==> src/rtl/matrix_product_sequencer_if.sv <==
// Handshake bundle between the operand source, the product sequencer and the
// pairwise addition stage.
interface matrix_product_sequencer_if;
    logic        in_valid;
    logic        in_ready;
    logic [11:0] mat_a;
    logic [11:0] mat_b;
    logic        out_valid;
    logic        out_ready;
    logic [47:0] products;

    modport master (
        output in_valid, mat_a, mat_b, out_ready,
        input  in_ready, out_valid, products
    );

    modport slave (
        input  in_valid, mat_a, mat_b, out_ready,
        output in_ready, out_valid, products
    );
endinterface

==> src/rtl/matrix_product_sequencer.sv <==
// Computes the eight 2x2 matrix partial products with one shared 3x3 multiplier,
// one product per clock, and hands them on as a packed 48-bit vector.
//
// state | meaning
// IDLE  | waiting for an operand pair, in_ready high
// MULT  | writing P[count] each clock, P0..P7
// DONE  | products valid, waiting for out_ready
module matrix_product_sequencer (
    input  logic                        clk,
    input  logic                        rst_n,
    matrix_product_sequencer_if.slave   bus
);
    typedef enum logic [1:0] {
        IDLE = 2'd0,
        MULT = 2'd1,
        DONE = 2'd2
    } state_t;

    state_t      state;
    logic [2:0]  count;
    logic [11:0] a_reg;
    logic [11:0] b_reg;
    logic [5:0]  p_reg [8];
    logic        out_valid_r;

    logic [2:0]  a_el [4];
    logic [2:0]  b_el [4];
    logic [2:0]  op_a;
    logic [2:0]  op_b;
    logic [5:0]  prod;

    for (genvar i = 0; i < 4; i++) begin : g_unpack
        assign a_el[i] = a_reg[3*i +: 3];
        assign b_el[i] = b_reg[3*i +: 3];
    end

    // P[4i+2j+k] = A[i][k] * B[k][j]: count[2]=i, count[1]=j, count[0]=k
    assign op_a = a_el[{count[2], count[0]}];
    assign op_b = b_el[{count[0], count[1]}];
    assign prod = {3'b000, op_a} * {3'b000, op_b};

    for (genvar k = 0; k < 8; k++) begin : g_pack
        assign bus.products[6*k +: 6] = p_reg[k];
    end

    assign bus.in_ready  = (state == IDLE) && rst_n;
    assign bus.out_valid = out_valid_r;

    always_ff @(posedge clk) begin
        if (!rst_n) begin
            state       <= IDLE;
            count       <= 3'd0;
            a_reg       <= 12'd0;
            b_reg       <= 12'd0;
            out_valid_r <= 1'b0;
            for (int k = 0; k < 8; k++) begin
                p_reg[k] <= 6'd0;
            end
        end else begin
            case (state)
                IDLE: begin
                    if (bus.in_valid) begin
                        a_reg <= bus.mat_a;
                        b_reg <= bus.mat_b;
                        count <= 3'd0;
                        state <= MULT;
                    end
                end
                MULT: begin
                    p_reg[count] <= prod;
                    count        <= count + 3'd1;
                    if (count == 3'd7) begin
                        state       <= DONE;
                        out_valid_r <= 1'b1;
                    end
                end
                DONE: begin
                    if (bus.out_ready) begin
                        state       <= IDLE;
                        out_valid_r <= 1'b0;
                    end
                end
                default: begin
                    state       <= IDLE;
                    out_valid_r <= 1'b0;
                end
            endcase
        end
    end
endmodule

==> src/flat_wrapper.sv <==
// flat-port wrapper written by rule: the top's interface ports become plain ports
module matrix_product_sequencer_flat 
  (clk, rst_n, bus_in_valid, bus_mat_a, bus_mat_b, bus_out_ready, bus_in_ready, bus_out_valid, bus_products);
  matrix_product_sequencer_if bus_i ();
  input  logic clk;
  input  logic rst_n;
  input wire logic [$bits(bus_i.in_valid)-1:0] bus_in_valid;
  input wire logic [$bits(bus_i.mat_a)-1:0] bus_mat_a;
  input wire logic [$bits(bus_i.mat_b)-1:0] bus_mat_b;
  input wire logic [$bits(bus_i.out_ready)-1:0] bus_out_ready;
  output wire logic [$bits(bus_i.in_ready)-1:0] bus_in_ready;
  output wire logic [$bits(bus_i.out_valid)-1:0] bus_out_valid;
  output wire logic [$bits(bus_i.products)-1:0] bus_products;
  assign bus_i.in_valid = bus_in_valid;
  assign bus_i.mat_a = bus_mat_a;
  assign bus_i.mat_b = bus_mat_b;
  assign bus_i.out_ready = bus_out_ready;
  assign bus_in_ready = bus_i.in_ready;
  assign bus_out_valid = bus_i.out_valid;
  assign bus_products = bus_i.products;
  matrix_product_sequencer u_core (.clk(clk), .rst_n(rst_n), .bus(bus_i));
endmodule
==> config.mk <==
export PLATFORM = sky130hd
export DESIGN_NAME = matrix_product_sequencer_flat
export DESIGN_NICKNAME = d
export VERILOG_FILES = /design/src/rtl/matrix_product_sequencer_if.sv /design/src/rtl/matrix_product_sequencer.sv /design/src/flat_wrapper.sv
export SDC_FILE = /design/constraint.sdc
export NUM_CORES = 1
export LEC_CHECK = 0
export CORE_UTILIZATION = 49
export DETAILED_ROUTE_END_ITERATION = 16
export GPL_ROUTABILITY_DRIVEN = 1
export GPL_TIMING_DRIVEN = 0
export PLACE_DENSITY_LB_ADDON = 0.12
export SLEW_MARGIN = 20
export SYNTH_ARGS = -nofsm -noshare
export SYNTH_HDL_FRONTEND = slang
export SYNTH_SLANG_ARGS = --single-unit
==> constraint.sdc <==
create_clock -name clk -period 3.9 [get_ports clk]
set_clock_uncertainty 0.05 [all_clocks]
set_input_delay 0.975 -clock clk [delete_from_list [all_inputs] [get_ports clk]]
set_output_delay 0.975 -clock clk [all_outputs]
set_load 0.05 [all_outputs]
==> flow_metrics.env <==
export IMPL_tightestPinTransition_ns=0.8771
export IMPL_fin_cells=462
export IMPL_drc=15
export IMPL_synth_warnings=0
export IMPL_grt_pass1_wl_um=11200
export IMPL_placed_cell_area_um2=4184
export IMPL_fp_row_count=29
export IMPL_cts_buffers=9
export IMPL_antenna_found_initial=0
export IMPL_grt_max_degree=14
export IMPL_dieArea_um2=7102
export IMPL_viasPerCell=5.084
export IMPL_synthToLayoutAreaGrowth_pct=31.80
export IMPL_worst_ep_required_time_ns=3.92
export IMPL_num_vias=2349
export IMPL_cp_end_kind="register"
export IMPL_die_w_um=84.28
export IMPL_wl_met1_um=2941
export IMPL_synth_ff_type="edfxtp_1"
export IMPL_place_gp_congestion=0.7983
export IMPL_fin_crit_ns=3.655
export IMPL_p_leak_nw=1.601
export IMPL_slew_headroom_pct=41.53
export IMPL_grt_total_usage_pct=20.79
export IMPL_yosysSeqAreaShare_pct=61.56
export IMPL_clk_latency_ns=0.34
export IMPL_drt_iter0_markers=157
export IMPL_synth_edff_count=48
export IMPL_synthCells=293
export IMPL_crit_path_top_delay_cell="xor2_1"
export IMPL_path_clk_slew_ns=0.08
export IMPL_drt_wl_total_um=6701
export IMPL_grt_pass1_vias=2265
export IMPL_avgSynthCellArea_um2=11.32
export IMPL_dp_cells=447
export IMPL_clk_path_buf_depth=2
export IMPL_crit_path_cell_trace="buf_4, mux4_2, and2_1, fa_1, ha_1, inv_1, fa_1, xor2_1, nor2_1"
export IMPL_synth_cell_types=33
export IMPL_path_class="register to register"
export IMPL_top_layer_used="met4"
export IMPL_postCtsResizedCells=0
export IMPL_powerDensity_nw_per_um2=396.5
export IMPL_die_h_um=84.28
export IMPL_finalNetCount=418
export IMPL_initial_core_util_pct=51.36
export IMPL_port_buffers=77
export IMPL_violations="design-rule violations"
export IMPL_io_pins=78
export IMPL_vdd_drop_max_mv=0.2104
export IMPL_overflow=0
export IMPL_hold_buffers=0
export IMPL_hpwl_um=4940
export IMPL_layout_drive_gt1_share_pct=9.091
export IMPL_syn_area_um2=3317
export IMPL_hold_class="register to register"
export IMPL_clock_sinks=78
export IMPL_timing_final_hold_violations=0
export IMPL_antenna_cells=0
export IMPL_synthArstFlopShare_pct=0
export IMPL_ys_seq_elements=78
export IMPL_route_met3_wl_um=312
export IMPL_largest_reg_flops=48
export IMPL_start_kind="register"
export IMPL_rsz0062_at_grt="no"
export IMPL_yosys_area_top_type="edfxtp_1"
export IMPL_report_final_slew_viol_count=0
export IMPL_synth_top_cell_area_share_pct=43.46
export IMPL_synthesis_nets=330
export IMPL_max_freq_mhz=273.6
export IMPL_post_cts_buffers=0
export IMPL_timing_final_crit_share_pct=93.73
export IMPL_cp_max_fo=10
export IMPL_drv_cap=0
export IMPL_setup_viol=0
export IMPL_core_area_um2=6459
export IMPL_cp_slowest_stage_delay_ns=0.64
export IMPL_drt_pass1_iterations=10
export IMPL_cts_tree="yes"
export IMPL_wire_per_inst_um=14.50
export IMPL_arrival_ns=3.67
export IMPL_finalInstanceArea_um2=4372
export IMPL_path_common_cell="fa_1"
export IMPL_cts_root_buf="clkbuf_8"
export IMPL_ant_nets=0
export IMPL_netlist_top_cells_count="nand2_1, nor2_1, edfxtp_1, dfxtp_1, a21boi_1"
export IMPL_ys_top_cells_by_area="edfxtp_1, dfxtp_1, nand2_1"
export IMPL_synth_most_common_cell="nand2_1"
export IMPL_routed_wl_met2_um=3359
export IMPL_htreeDepth=3
export IMPL_setup_tns_ns=0
export IMPL_status="complete, but fails checks"
-- per-stage QoR --
step / power [W] / hold WS [ns] / utilization (%) / setup WS [ns]
finish: 0.001733 / 0.4047 / 67.69 / 0.2446
global route: 0.001797 / 0.4247 / 67.69 / 0.08134
CTS: 0.001740 / 0.4064 / 67.69 / 0.2384
detailed placement: 0.001173 / 0.3957 / 64.78 / 0.2341
global placement: 0.001167 / 0.3875 / 64.78 / 0.2626
floorplan: 0.001083 / 0.3819 / - / 0.7948
-- cell families (layout without fill, tap and decap cells) --
| logic type | Yosys count | count (layout) | synth area share (%) |
|---|---|---|---|
| XOR/XNOR | 1 | 1 | 0.2641 |
| AO/OA/AOI/OAI | 35 | 35 | 7.582 |
| buffers and inverters | 22 | 114 | 3.395 |
| adder cells (fa/ha/maj) | 9 | 9 | 3.848 |
| flip-flops | 78 | 78 | 61.56 |
| AND/OR/NAND/NOR | 142 | 142 | 19.28 |
| multiplexers | 6 | 6 | 4.074 |
-- final cells by class --
cell class	count	area [um^2]
fillers	543	2087
flip-flops and latches	78	2042
multi-input cells	193	1162
repair buffers	77	770.7
clock buffers	9	123.9
well taps	77	96.34
plain buffers	17	93.84
clock inverters	6	63.81
inverters	5	18.77
-- routing by layer --
layer,GRT usage (%),up-vias
li1,-,1170
met1,26.75,1096
met2,34.87,74
met3,3.638,9
met4,8.934,0
met5,0,-
-- worst paths after layout --
check                                from                          endpoint  slack [ns]  cells after the start
min          u_core.a_reg[7]$_SDFFE_PN0P_      u_core.a_reg[7]$_SDFFE_PN0P_        0.40                      2
max          u_core.count[0]$_SDFFE_PN0P_  u_core.p_reg[7][4]$_SDFFCE_PN0P_        0.24                      9
min reg2reg  u_core.a_reg[7]$_SDFFE_PN0P_      u_core.a_reg[7]$_SDFFE_PN0P_        0.40                      2
max reg2reg  u_core.count[0]$_SDFFE_PN0P_  u_core.p_reg[7][4]$_SDFFCE_PN0P_        0.24                      9
-- power by group --
part	internal, W	switching, W	leakage [nW]
logic	0.0000904	0.000140	0.767
clock network	0.000291	0.000291	0.0911
registers	0.000907	0.0000152	0.743
total	0.00129	0.000446	1.60
-- layout by cell type, fill, tap and decap left out, types with 5 or more instances in the layout --
cell	count
clkdlybuf4s50_1	77
nand2_1	61
nor2_1	53
edfxtp_1	48
dfxtp_1	30
a21boi_1	25
and2_1	10
clkbuf_8	9
ha_1	7
mux4_2	6
buf_2	6
clkbuf_1	6
inv_1	5
-- worst max-delay path, delay by kind of cell, from the launching register on --
kind                     cells  cell delay (ns)
XOR/XNOR                     1             0.64
flip-flops                   1             0.48
adder cells (fa/ha/maj)      3             1.04
buffers and inverters        2             0.32
multiplexers                 1             0.55
AND/OR/NAND/NOR              2             0.30
Note: power is estimated with default switching activity, not from simulation.
